===== config.mk =====
export PLATFORM = sky130hd
export DESIGN_NAME = song_sequencer_flat
export DESIGN_NICKNAME = d
export VERILOG_FILES = /design/src/rtl/song_sequencer_if.sv /design/src/rtl/song_sequencer.sv /design/src/flat_wrapper.sv
export SDC_FILE = /design/constraint.sdc
export NUM_CORES = 1
export LEC_CHECK = 0
export ABC_CLOCK_PERIOD_IN_PS = 2200
export CAP_MARGIN = 30
export CORE_UTILIZATION = 44
export DETAILED_ROUTE_END_ITERATION = 12
export GPL_TIMING_DRIVEN = 0
export PLACE_DENSITY_LB_ADDON = 0.15
export SLEW_MARGIN = 30
export SYNTH_ARGS = -nofsm -noshare
export SYNTH_HDL_FRONTEND = slang
export SYNTH_SLANG_ARGS = --single-unit

===== constraint.sdc =====
create_clock -name clk -period 2.2 [get_ports clk]
set_input_delay 0.44 -clock clk [delete_from_list [all_inputs] [get_ports clk]]
set_output_delay 0.44 -clock clk [all_outputs]
set_load 0.02 [all_outputs]

===== src/rtl/song_sequencer_if.sv =====
// song_sequencer_if: control, ROM and note-player signals of the song sequencer
interface song_sequencer_if #(
    parameter int NOTE_W = 6,
    parameter int DUR_W  = 6,
    parameter int SONG_W = 2,
    parameter int IDX_W  = 5
);
    logic                      play;
    logic                      next_song;
    logic                      note_done;
    logic [SONG_W+IDX_W-1:0]   rom_addr;
    logic [NOTE_W+DUR_W-1:0]   rom_data;
    logic                      new_note;
    logic [NOTE_W-1:0]         note;
    logic [DUR_W-1:0]          duration;
    logic                      song_done;
    logic [SONG_W-1:0]         current_song;
    modport slave (
        input  play, next_song, note_done, rom_data,
        output rom_addr, new_note, note, duration, song_done, current_song
    );
    modport master (
        output play, next_song, note_done, rom_data,
        input  rom_addr, new_note, note, duration, song_done, current_song
    );
endinterface


===== src/rtl/song_sequencer.sv =====
// song_sequencer: walks a song ROM and hands each note to the note player
module song_sequencer #(
    parameter int NOTE_W = 6,
    parameter int DUR_W  = 6,
    parameter int SONG_W = 2,
    parameter int IDX_W  = 5
) (
    input  logic            clk,
    input  logic            reset,
    song_sequencer_if.slave bus
);
    typedef enum logic [2:0] {IDLE, FETCH, DECODE, WAIT_DONE, ADVANCE, END} state_t;
    state_t              r_state, w_state;
    logic [IDX_W-1:0]    r_idx, w_idx;
    logic [SONG_W-1:0]   r_song, w_song;
    logic [NOTE_W-1:0]   r_note, w_note, w_rom_note;
    logic [DUR_W-1:0]    r_dur, w_dur, w_rom_dur;
    logic                r_new_note, w_new_note, r_song_done, w_song_done;
    assign {w_rom_note, w_rom_dur} = bus.rom_data;
    always_ff @(posedge clk) begin
        if (reset) begin
            r_state     <= IDLE;
            r_idx       <= '0;
            r_song      <= '0;
            r_note      <= '0;
            r_dur       <= '0;
            r_new_note  <= 1'b0;
            r_song_done <= 1'b0;
        end else begin
            r_state     <= w_state;
            r_idx       <= w_idx;
            r_song      <= w_song;
            r_note      <= w_note;
            r_dur       <= w_dur;
            r_new_note  <= w_new_note;
            r_song_done <= w_song_done;
        end
    end
    // next_song preempts every state and swallows a coincident note_done
    always_comb begin
        w_state     = r_state;
        w_idx       = r_idx;
        w_song      = r_song;
        w_note      = r_note;
        w_dur       = r_dur;
        w_new_note  = 1'b0;
        w_song_done = 1'b0;
        if (bus.next_song) begin
            w_song  = r_song + 1'b1;
            w_idx   = '0;
            w_state = bus.play ? FETCH : IDLE;
        end else begin
            case (r_state)
                IDLE:      w_state = bus.play ? FETCH : IDLE;
                FETCH:     w_state = bus.play ? DECODE : IDLE;
                DECODE: begin
                    if (w_rom_dur == '0) begin
                        w_state = END;
                    end else begin
                        w_note     = w_rom_note;
                        w_dur      = w_rom_dur;
                        w_new_note = 1'b1;
                        w_state    = WAIT_DONE;
                    end
                end
                WAIT_DONE: w_state = bus.note_done ? ADVANCE : WAIT_DONE;
                ADVANCE: begin
                    w_idx   = &r_idx ? r_idx : r_idx + 1'b1;
                    w_state = &r_idx ? END : FETCH;
                end
                END: begin
                    w_song_done = 1'b1;
                    w_idx       = '0;
                    w_state     = bus.play ? FETCH : IDLE;
                end
                default:   w_state = IDLE;
            endcase
        end
    end
    assign bus.rom_addr     = {r_song, r_idx};
    assign bus.new_note     = r_new_note;
    assign bus.note         = r_note;
    assign bus.duration     = r_dur;
    assign bus.song_done    = r_song_done;
    assign bus.current_song = r_song;
endmodule


===== src/flat_wrapper.sv =====
// flat-port wrapper written by rule: the top's interface ports become plain ports
module song_sequencer_flat 
#(
    parameter int NOTE_W = 6,
    parameter int DUR_W  = 6,
    parameter int SONG_W = 2,
    parameter int IDX_W  = 5
)
  (clk, reset, bus_play, bus_next_song, bus_note_done, bus_rom_data, bus_rom_addr, bus_new_note, bus_note, bus_duration, bus_song_done, bus_current_song);
  song_sequencer_if #(.NOTE_W(NOTE_W), .DUR_W(DUR_W), .SONG_W(SONG_W), .IDX_W(IDX_W)) bus_i ();
  input  logic clk;
  input  logic reset;
  input wire logic [$bits(bus_i.play)-1:0] bus_play;
  input wire logic [$bits(bus_i.next_song)-1:0] bus_next_song;
  input wire logic [$bits(bus_i.note_done)-1:0] bus_note_done;
  input wire logic [$bits(bus_i.rom_data)-1:0] bus_rom_data;
  output wire logic [$bits(bus_i.rom_addr)-1:0] bus_rom_addr;
  output wire logic [$bits(bus_i.new_note)-1:0] bus_new_note;
  output wire logic [$bits(bus_i.note)-1:0] bus_note;
  output wire logic [$bits(bus_i.duration)-1:0] bus_duration;
  output wire logic [$bits(bus_i.song_done)-1:0] bus_song_done;
  output wire logic [$bits(bus_i.current_song)-1:0] bus_current_song;
  assign bus_i.play = bus_play;
  assign bus_i.next_song = bus_next_song;
  assign bus_i.note_done = bus_note_done;
  assign bus_i.rom_data = bus_rom_data;
  assign bus_rom_addr = bus_i.rom_addr;
  assign bus_new_note = bus_i.new_note;
  assign bus_note = bus_i.note;
  assign bus_duration = bus_i.duration;
  assign bus_song_done = bus_i.song_done;
  assign bus_current_song = bus_i.current_song;
  song_sequencer #(.NOTE_W(NOTE_W), .DUR_W(DUR_W), .SONG_W(SONG_W), .IDX_W(IDX_W)) u_core (.clk(clk), .reset(reset), .bus(bus_i));
endmodule

# Word level (Yosys, flattened, before mapping)
# Index checks and enable logic that the tools add are counted.
[totals]
out_inout_bits = 23
register_bits = 24
input_bits = 17
mem_bits_ro = 0
wordCells = 38
latchBits = 0
mem_bits_rw = 0
n_memories = 0
[op_classes]
n_lt_le_gt_ge = 0
add_sub_neg = 2
n_div = 0
muxes = 11
bitwise = 3
n_shift = 0
reduce_logical = 9
multipliers = 0
eq_ne = 6
[ops]
columns = ["cell", "count"]
rows = [
  ["3-bit case mux with 5 select lines", 1],
  ["3-bit two-way mux", 4],
  ["5-bit case mux with 2 select lines", 1],
  ["3-bit by 2-bit == test with 1-bit output, second input constant", 2],
  ["3-bit == test, second input constant", 2],
  ["6-bit zero test", 1],
  ["5-bit by 1-bit adder with 5-bit output, second input constant", 1],
  ["5-bit two-way mux", 1],
  ["5-bit AND reduction", 1],
  ["2-bit OR reduction", 2],
  ["3-bit by 1-bit == test with 1-bit output, second input constant", 1],
  ["3-bit zero test", 1],
  ["1-bit two-way mux", 3],
  ["1-bit NOT", 3],
  ["3-bit AND reduction", 1],
  ["3-bit OR reduction", 1],
  ["2-bit by 1-bit adder with 2-bit output, second input constant", 1],
  ["2-bit two-way mux", 1],
  ["2-bit inequality test, second input constant", 1],
  ["2-bit AND reduction", 1],
  ["2-bit nonzero test", 1],
]

# Logic depth before layout (Yosys ltp)
[logic_depth]
word_depth = 4
mapped_depth = 6

# Least setup slack after synthesis
# Ideal clock, no wire load.
[synth_timing]
kind = "reg2reg"
startpoint = "reg u_core.r_idx[0]"
endpoint = "reg u_core.r_idx[2]"
arrival_time_ns = 1.895
path_slack_ns = 0.235
path_buffers = 0
required_ns = 2.130
stages_incl_launch_ff = 7
cell_sequence = "dfxtp_1 > ha_1 > and3_1 > ha_1 > or4b_4 > or3_1 > a21oi_1"
[synth_via]
elab_chain_len = 3
word_cells_on_any_way = 6
[synth_lines]
columns = ["element", "line_no", "rtl"]
rows = [
  ["start, declared", "song_sequencer.sv:14", "logic [IDX_W-1:0] r_idx, w_idx;"],
  ["start signal, assigned", "song_sequencer.sv:31", "r_idx <= w_idx;"],
  ["5-bit by 1-bit adder with 5-bit output / 5-bit AND reduction (equally long branches)", "song_sequencer.sv:68", "w_idx = &r_idx ? r_idx : r_idx + 1'b1;"],
  ["5-bit two-way mux / 2-bit inequality test (equally long branches)", "n/a", ""],
  ["5-bit case mux with 2 select lines / 2-bit AND reduction (equally long branches)", "n/a", ""],
]
# Parallel ways exist; a longest one is shown, timed or not. The select of a mux whose other input is x is not followed.
# A chain may end at the register's enable or synchronous reset.

# Worst setup path after layout
# Ends and elaborated chain as after synthesis.

==> metrics.cfg <==
[cells_and_area]
seq_area_sq_um=480
area_growth_pct=39.5
layout-drive-gt1-share=0.0671
fill_cells=224
final_nets=184
fin_cells=194
multiInputGateArea_sq_um=613
diodes=0

[clock_network]
ctsHoldBuffers=0
cts_resized=0
insertion_delay_ns=0.30
cts_inserted_buffers=3
cts_setup_buffers=0
clock_sinks=24
clockBufferDepth=2
cts_root_buf=clkbuf_4
cts_tree=done
clk_pin_slew_ns=0.13
htreeDepth=1

[floorplanning]
start_util=0.464
die_w_um=53.1
ios=40
rows=18
core_sq_mm=0.00248
die-area_sq_mm=0.00282
die_h_um=53.1

[routing]
first_iter_violations=15
drt_pass1_iterations=4
final_antenna_net_count=0
num_vias=970
post_drt_via_cell_ratio=5.00
post_drt_wl_per_cell_um=11.9
wirelength_um=2310
drcViolationCount=0

[placed_design]
gp_congestion=0.846
dp.cells=190
dp_hpwl_um=1760
portBuffers=38

[power_and_ir_drop]
p_total_mw=0.794
p_leak_nw=0.556
powerDensity_mw_per_mm2=495
ir_drop_mv=0.357

[critical_path]
critical_path_peak_fanout=4
worstSetupStartpointType=flip-flop
crit_path_end_kind=flip-flop
crit_type=flip-flop to flip-flop
r2r_slack_ns=0.20
crit_chain=ha_1 -> and3_1 -> ha_1 -> or4b_4 -> or3_1 -> a21oi_1
cpMostUsedCell=ha_1
critPathMaxStageDelay_ns=0.51
critPathArrivalTime_ns=2.25
slowest_stage=or4b_4
worstPathRequired_ns=2.44

[min_path]
hold_path_class=flip-flop to flip-flop

[sta]
final_max_slew_viol_count=0
fin_skew_ns=0.00432
max_freq_mhz=499
slew_headroom=0.489
grt_setup_unrepaired=no
hold_slack_ns=0.482
fin_crit_sh=0.910
worstMarginPinSlew_ns=0.760
fin_crit_ns=2.00
tns_ns=0
hold_viol=0
finalSetupViolCount=0

[grt]
track_usage=0.185
overflow=0
grt_pass1_wl_um=3910
antenna_found_initial=0
grt_max_degree=14
grt_pass1_vias=906

[synthesis]
synth_xor_area_frac=0.0229
synth.avg_cell_area_sq_um=9.41
synthMuxAreaShare=0.105
ys_ff_latch=24
synth_edf_count=0
syn-cell-area_sq_mm=0.00115
synth_top_family_by_area=simple AND/OR/NAND/NOR gates
synthAdderAreaFrac=0.0218
synth_compound_area_frac=0.0871
syn_inst=122
synthFlopType=dfxtp_1
async_reset_ff_frac=0
syn-num-nets=141
synth_cell_types=32
yosys_warnings=0
yosys.area_share.simple=0.297
yosysSeqAreaShare=0.418

[flow_run]
maxCapViolCount=0

[status]
status=finished, final reports clean

cells in the mapped netlist (2+ instances only):
| cell type | n | area share |
|---|---|---|
| a21oi_1 | 6 | 0.026 |
| dfxtp_1 | 24 | 0.42 |
| xnor2_1 | 2 | 0.015 |
| buf_2 | 2 | 0.0087 |
| clkbuf_1 | 4 | 0.013 |
| nor4b_1 | 2 | 0.015 |
| nor2b_1 | 3 | 0.016 |
| nand2b_1 | 26 | 0.14 |
| and3_1 | 2 | 0.011 |
| o22ai_1 | 2 | 0.011 |
| or3_1 | 2 | 0.011 |
| nand2_1 | 8 | 0.026 |
| buf_4 | 2 | 0.013 |
| nor4_1 | 2 | 0.011 |
| mux2i_1 | 12 | 0.10 |
| nor2_1 | 6 | 0.020 |
| ha_1 | 2 | 0.022 |
worst paths after layout:
check	depth (start not counted)	to	startpoint
max	6	u_core.r_idx[2]$_SDFFE_PP0P_	u_core.r_idx[0]$_SDFFE_PP0P_
min	2	u_core.bus.duration[5]$_SDFFE_PP0P_	u_core.bus.duration[5]$_SDFFE_PP0P_
max reg2reg	6	u_core.r_idx[2]$_SDFFE_PP0P_	u_core.r_idx[0]$_SDFFE_PP0P_
min reg2reg	2	u_core.bus.duration[5]$_SDFFE_PP0P_	u_core.bus.duration[5]$_SDFFE_PP0P_
metrics by stage:
stage,cell area (sq um),setup WS (ns),util
finish,1600,0.197,0.647
global route,1600,0.109,0.647
CTS,1600,0.187,0.647
detailed placement,1570,-0.114,0.632
global placement,1570,-0.0816,0.632
floorplan,1150,0.235,-
registers in the layout, summed over array words and instances (netlist names):
register,flops
u_core.r_state,3
u_core.bus.song_done,1
u_core.bus.current_song,2
u_core.bus.note,6
u_core.bus.new_note,1
u_core.r_idx,5
u_core.bus.duration,6
final cells by class:
type	instances	area share
clock buffer	4	0.0226
buffer	9	0.0320
sequential	24	0.300
timing repair buffer	38	0.237
tap	30	0.0234
multi-input combinational	88	0.383
inverter	1	0.00234
worst max-delay path, delay by kind of cell, from the launching register on:
kind	cells	cell delay, ns
AND/OR/NAND/NOR	3	1.01
AO/OA/AOI/OAI	1	0.14
flip-flops	1	0.37
adder cells (fa/ha/maj)	2	0.43
logic make-up after synthesis:
family	count (synthesis)
multiplexers	12
flip-flops	24
adder cells (fa/ha/maj)	2
AO/OA/AOI/OAI	13
AND/OR/NAND/NOR	58
XOR/XNOR	3
buffers and inverters	10
cells in the final DEF (no fill, tap or decap), drive strengths merged, types with 3 or more instances in the layout:
master         count
nor2b              3
nand2              8
a21oi              6
buf                5
dfxtp             24
mux2i             12
clkdlybuf4s50     38
nand2b            26
clkbuf             8
nor2               6
power by group:
part	switching, mW	total (mW)	internal, mW	leakage (nW)
logic	0.0513	0.118	0.0663	0.341
clock network	0.128	0.228	0.101	0.0210
registers	0.00532	0.448	0.442	0.194
total	0.184	0.794	0.610	0.556
per-layer routing:
metal	GRT usage	part of all wire
met2	0.321	0.46
met1	0.240	0.48
met3	0.0259	0.049
met4	0.0395	0.0052
met5	0	0
No activity file was read; power rests on OpenSTA's default activity.
